$ cat src/rtl/fp_force_accum.sv
// fp_force_accum: per-entry FP force accumulator driving an external pipelined FP adder, with clear and dump readout.
// Optional macro FP_FORCE_ACCUM_STALL_CNT_EN adds a saturating input-stall counter output.
module fp_force_accum #(
    parameter int DEPTH       = 16,
    parameter int ID_W        = 4,
    parameter int ADD_LATENCY = 2
) (
    input  logic            clk,
    input  logic            aclr,
    input  logic            in_valid,
    output logic            in_ready,
    input  logic [ID_W-1:0] in_id,
    input  logic [31:0]     in_force,
    output logic            add_ena,
    output logic [31:0]     add_ax,
    output logic [31:0]     add_ay,
    input  logic [31:0]     add_result,
    input  logic            dump_start,
    output logic            out_valid,
    output logic [ID_W-1:0] out_id,
    output logic [31:0]     out_force,
    output logic            out_last
`ifdef FP_FORCE_ACCUM_STALL_CNT_EN
    ,
    output logic [15:0]     stall_cnt
`endif
);
    typedef enum logic [1:0] {CLEAR, ACCUM, DRAIN, DUMP} state_t;
    localparam logic [ID_W:0] LAST = (ID_W + 1)'(DEPTH - 1);
    localparam logic [ID_W:0] FULL = (ID_W + 1)'(DEPTH);
    state_t state, state_n;
    logic [ID_W:0] idx, idx_n;
    logic [31:0] mem [DEPTH];
    logic [31:0] rd_data, force_q, wr_data;
    logic [ID_W-1:0] rd_addr, wr_addr;
    logic wr_en, hazard, accept, busy;
    logic [ADD_LATENCY:0] pipe_v;
    logic [ID_W-1:0] pipe_id [ADD_LATENCY+1];
    // Every pipe stage is an accepted op whose sum is not yet back in memory.
    always_comb begin
        hazard = 1'b0;
        for (int i = 0; i <= ADD_LATENCY; i++) hazard = hazard | (pipe_v[i] && pipe_id[i] == in_id);
    end
    assign busy      = |pipe_v;
    assign in_ready  = state == ACCUM && !hazard;
    assign accept    = in_valid && in_ready;
    assign add_ena   = busy;
    assign add_ax    = pipe_v[0] ? rd_data : 32'd0;
    assign add_ay    = pipe_v[0] ? force_q : 32'd0;
    assign out_force = out_valid ? rd_data : 32'd0;
    always_comb begin
        state_n = state;
        idx_n   = idx;
        case (state)
            CLEAR: begin
                state_n = idx == LAST ? ACCUM : CLEAR;
                idx_n   = idx == LAST ? '0 : idx + 1'b1;
            end
            ACCUM: state_n = dump_start ? DRAIN : ACCUM;
            DRAIN: begin
                state_n = busy ? DRAIN : DUMP;
                idx_n   = '0;
            end
            default: begin
                state_n = idx == FULL ? ACCUM : DUMP;
                idx_n   = idx == FULL ? '0 : idx + 1'b1;
            end
        endcase
    end
    // One write port shared by clear, dump-clear and adder writeback; they never coincide.
    always_comb begin
        rd_addr = state == DUMP ? idx[ID_W-1:0] : in_id;
        wr_en   = state == CLEAR || (state == DUMP && !idx[ID_W]) || pipe_v[ADD_LATENCY];
        wr_addr = pipe_v[ADD_LATENCY] ? pipe_id[ADD_LATENCY] : idx[ID_W-1:0];
        wr_data = pipe_v[ADD_LATENCY] ? add_result : 32'd0;
    end
    always_ff @(posedge clk) begin
        rd_data <= mem[rd_addr];
        if (wr_en) mem[wr_addr] <= wr_data;
    end
    always_ff @(posedge clk or posedge aclr) begin
        if (aclr) begin
            state     <= CLEAR;
            idx       <= '0;
            pipe_v    <= '0;
            force_q   <= 32'd0;
            out_valid <= 1'b0;
            out_id    <= '0;
            out_last  <= 1'b0;
            for (int i = 0; i <= ADD_LATENCY; i++) pipe_id[i] <= '0;
        end else begin
            state     <= state_n;
            idx       <= idx_n;
            pipe_v    <= {pipe_v[ADD_LATENCY-1:0], accept};
            pipe_id[0] <= in_id;
            for (int i = 1; i <= ADD_LATENCY; i++) pipe_id[i] <= pipe_id[i-1];
            if (accept) force_q <= in_force;
            out_valid <= state == DUMP && !idx[ID_W];
            out_id    <= idx[ID_W-1:0];
            out_last  <= state == DUMP && idx == LAST;
        end
    end
`ifdef FP_FORCE_ACCUM_STALL_CNT_EN
    always_ff @(posedge clk or posedge aclr) begin
        if (aclr) stall_cnt <= 16'd0;
        else if (state_n == DUMP && state != DUMP) stall_cnt <= 16'd0;
        else if (state == ACCUM && in_valid && !in_ready && stall_cnt != 16'hFFFF) stall_cnt <= stall_cnt + 16'd1;
    end
`endif
endmodule

$ cat config.mk
export PLATFORM = sky130hd
export DESIGN_NAME = fp_force_accum
export DESIGN_NICKNAME = d
export VERILOG_FILES = /design/src/rtl/fp_force_accum.sv
export SDC_FILE = /design/constraint.sdc
export NUM_CORES = 1
export LEC_CHECK = 0
export CORE_MARGIN = 2
export CORE_UTILIZATION = 44
export CTS_BUF_LIST = sky130_fd_sc_hd__clkbuf_16
export DETAILED_ROUTE_END_ITERATION = 10
export PLACE_DENSITY_LB_ADDON = 0.12
export SYNTH_ARGS = -nofsm -noshare
export SYNTH_HDL_FRONTEND = slang
export SYNTH_SLANG_ARGS = --single-unit
$ cat constraint.sdc
create_clock -name clk -period 4.4 [get_ports clk]
set_clock_uncertainty 0.1 [all_clocks]
set_input_delay 1.32 -clock clk [delete_from_list [all_inputs] [get_ports clk]]
set_output_delay 1.32 -clock clk [all_outputs]
set_load 0.005 [all_outputs]
==> run_summary.xml <==
<?xml version="1.0" encoding="UTF-8"?>
<metrics>
  <group name="run_status">
    <metric name="run_status" unit="">completed</metric>
  </group>
  <group name="setup_path">
    <metric name="worst_setup_path_start_kind" unit="">input port</metric>
    <metric name="critPathArrivalTime" unit="ps">2800</metric>
    <metric name="critical_path.max_fanout" unit="">4</metric>
    <metric name="setup_crit_end_kind" unit="">primary output</metric>
    <metric name="timing.critical_path.required" unit="ps">2980</metric>
    <metric name="worstSetupPathType" unit="">in2out</metric>
  </group>
  <group name="yosys">
    <metric name="yosysUniqueCellTypes" unit="">56</metric>
    <metric name="synth-seq-area-share" unit="%">71.4</metric>
    <metric name="ys_warn_count" unit="">0</metric>
    <metric name="ys_seq_elements" unit="">604</metric>
    <metric name="synth_cells" unit="">1670</metric>
    <metric name="synth_edf_count" unit="">512</metric>
    <metric name="syn-mean-instance-area" unit="µm²">14.7</metric>
    <metric name="synth_top_flop_cell" unit="">edfxtp_1</metric>
    <metric name="syn-num-nets" unit="">1746</metric>
    <metric name="synth_async_sr_flop_share" unit="%">9.93</metric>
    <metric name="synth.cell_area" unit="µm²">24500</metric>
  </group>
  <group name="layout">
    <metric name="areaGrowthSynthToFinish" unit="%">20.2</metric>
    <metric name="fin_area" unit="µm²">29500</metric>
    <metric name="final_cell_count_no_fill" unit="">2633</metric>
    <metric name="final_layout_size_suffix_gt1_share" unit="%">10.9</metric>
    <metric name="final_net_count" unit="">1911</metric>
  </group>
  <group name="clock_tree">
    <metric name="clockRootBuffer" unit="">clkbuf_16</metric>
    <metric name="cts.clk_slew.worst_paths" unit="ps">50</metric>
    <metric name="clock_sinks" unit="">604</metric>
    <metric name="ctsHtreeMaxLevel" unit="">3</metric>
    <metric name="clock_insertion_delay_worst_skew" unit="ps">590</metric>
    <metric name="tritoncts_clock_tree" unit="">yes</metric>
    <metric name="maximum_buffer_depth_of_the_clock_tree" unit="">3</metric>
    <metric name="cts_inserted_buffers" unit="">66</metric>
  </group>
  <group name="placement">
    <metric name="placement.cell_area" unit="µm²">27500</metric>
    <metric name="hpwlAfterDp" unit="µm">34000</metric>
    <metric name="place_congestion" unit="">0.774</metric>
    <metric name="io_buffer_count" unit="">175</metric>
    <metric name="placed_cells" unit="">2515</metric>
  </group>
  <group name="sta">
    <metric name="tightest_slew" unit="ps">1080</metric>
    <metric name="fmaxAchievable" unit="MHz">237</metric>
    <metric name="rsz0062_at_grt" unit="">no</metric>
    <metric name="setup_viol_count_final" unit="">0</metric>
    <metric name="timing.final.crit_period" unit="ps">4220</metric>
    <metric name="layout_worst_path_cycle_share" unit="%">95.9</metric>
    <metric name="final_max_slew_viol_count" unit="">0</metric>
    <metric name="final-hold-violation-count" unit="">0</metric>
    <metric name="slew_headroom" unit="%">27.8</metric>
  </group>
  <group name="floorplanning">
    <metric name="dieArea" unit="µm²">57700</metric>
    <metric name="number_of_primary_i_o_pins" unit="">176</metric>
    <metric name="die_width" unit="µm">240</metric>
    <metric name="fp.coreArea" unit="µm²">55100</metric>
    <metric name="floorplan.die.height" unit="µm">240</metric>
    <metric name="placement_rows" unit="">86</metric>
    <metric name="initial_utilization" unit="%">44.5</metric>
  </group>
  <group name="global_routing">
    <metric name="antenna_violations_before_repair" unit="">1</metric>
    <metric name="grt_first_pass_wirelength" unit="µm">93900</metric>
    <metric name="pin_count_of_the_biggest_net_entering_global_routing" unit="">129</metric>
    <metric name="groute.usage.overall" unit="%">21.9</metric>
    <metric name="grt_overflow" unit="">0</metric>
    <metric name="vias_in_the_first_global_route" unit="">14500</metric>
  </group>
  <group name="power">
    <metric name="total_leakage_power" unit="nW">10.3</metric>
    <metric name="power.total" unit="mW">21.2</metric>
    <metric name="power-per-cell-area" unit="nW/µm²">718</metric>
    <metric name="ir_drop" unit="V">0.000451</metric>
  </group>
  <group name="route">
    <metric name="antenna_violating_nets_post_route" unit="">0</metric>
    <metric name="wl_per_cell" unit="µm">23.8</metric>
    <metric name="routed_wirelength" unit="µm">62600</metric>
    <metric name="vias" unit="">14900</metric>
    <metric name="viasPerCell" unit="">5.65</metric>
    <metric name="dr.pass1.iters" unit="">5</metric>
    <metric name="remaining_design_rule_violation_count" unit="">0</metric>
    <metric name="detail_route.iter0.violations" unit="">1313</metric>
  </group>
  <group name="worst_hold_path">
    <metric name="min_path_type" unit="">reg2reg</metric>
  </group>
  <group name="flow_run">
    <metric name="max_cap_viol_count" unit="">0</metric>
  </group>
</metrics>
## stage by stage
step	utilization [%]	setup TNS (ps)	setup WS (ps)	hold WS, ps
2_1_floorplan	-	0	867	252
3_3_place_gp	49.8	-70.9	-70.9	292
3_5_place_dp	49.8	-76.8	-76.8	284
4_1_cts	53.5	0	77.3	296
5_1_grt	53.6	0	32.2	311
6_report	53.6	0	179	291
## cell type report
class / instances / area (µm²)
antenna: 1 / 2.50
clock buffer: 69 / 1730
clock inverter: 48 / 302
fill: 4588 / 25600
inverter: 8 / 30.0
multi-input combinational: 924 / 6560
sequential: 604 / 17500
tap: 748 / 936
timing repair buffer: 231 / 2430
## layer usage
layer  global-route usage [%]  vias to the layer above  share of wire, %
li1                         -                     6782                 -
met3                     3.97                       98               6.3
met4                     8.17                        0               2.5
met5                        0                        -                 0
met2                     33.2                      511                46
met1                     31.7                     7496                45
## state kept, by name, summed over array words and instances (netlist names)
name and flops:
mem 512, force_q 32, rd_data 32, pipe_id 12, idx 5, out_id 4
pipe_v 3, state 2, out_last 1, out_valid 1
## placed cells by master (no fill, tap or decap), types with 18 or more instances in the layout
cell and n:
buf_12 21, nand3_1 132, buf_4 35, o221ai_1 64
a21oi_1 68, dfrtp_1 58, edfxtp_1 512, nor3_1 69
o21ai_0 138, mux2_4 29, nand4_1 33, clkbuf_16 69
mux2i_1 132, clkinv_1 18, clkdlybuf4s50_1 171, dfxtp_1 32
inv_1 26, and2_1 128, o2bb2ai_1 32
## cell families (layout without fill, tap and decap cells)
group | after synthesis | after routing | share of synthesized area (%)
flip-flops | 604 | 604 | 71.4
AND/OR/NAND/NOR | 421 | 421 | 9.42
AO/OA/AOI/OAI | 321 | 321 | 8.30
multiplexers | 166 | 166 | 7.38
buffers and inverters | 142 | 356 | 2.89
XOR/XNOR | 12 | 12 | 0.428
adder cells (fa/ha/maj) | 4 | 4 | 0.204
other | 0 | 1 | 0
## where the power goes
part           leakage [nW]  switching (mW)  internal [mW]
Combinational          3.54            4.94           3.06
Sequential             5.69           0.426           7.53
Clock                  1.06            2.17           3.05
Total                  10.3            7.53           13.6
## worst max-delay path, cell delays in order
cell and delay (ps):
dlygate4sd2_1 300, xor2_1 180, nor3_1 250, nand3_1 100, and4b_1 220, clkdlybuf4s50_1 430
## final timing paths
kind,start,endpoint,slack [ps],depth (start not counted)
worst min-delay path,pipe_id[5],pipe_id[1],290,0
worst max register to register,state[1],mem[1][29],1140,6
min in group asynchronous,aclr,force_q[25],1070,2
max in group asynchronous,aclr,pipe_v[0],2530,3
worst min register to register,pipe_id[5],pipe_id[1],290,0
worst max-delay path,in_id[2],in_ready,180,6
## Yosys cell counts, types with 2 or more instances
master	instances	area, µm²
inv_1	8	30.0
edfxtp_1	512	15400
buf_2	30	150
mux2_4	29	435
mux2_2	4	45.0
o31a_1	2	17.5
buf_1	7	26.3
and3_1	3	18.8
o21ai_0	139	696
or3_1	2	12.5
mux2i_1	133	1330
o221ai_1	64	561
and2_1	128	801
buf_4	3	22.5
and3b_1	2	17.5
nand2_1	17	63.8
clkbuf_1	77	289
xnor2_1	3	26.3
ha_1	4	50.1
nand4_1	33	206
nor2_1	21	78.8
xor2_1	9	78.8
buf_6	17	191
dfrtp_1	60	1500
o2bb2ai_1	32	280
o31ai_1	2	15.0
a21oi_1	68	340
nor3_1	69	345
and4b_1	2	20.0
dfxtp_1	32	641
nand3_1	133	666
## repair_timing
action	4_1_cts	5_1_grt
resized for setup	4	3
hold buffers	0	0
setup endpoints to repair	1	1
pin swaps	0	3
buffers inserted	0	0
No activity file was read; power rests on OpenSTA's default activity.
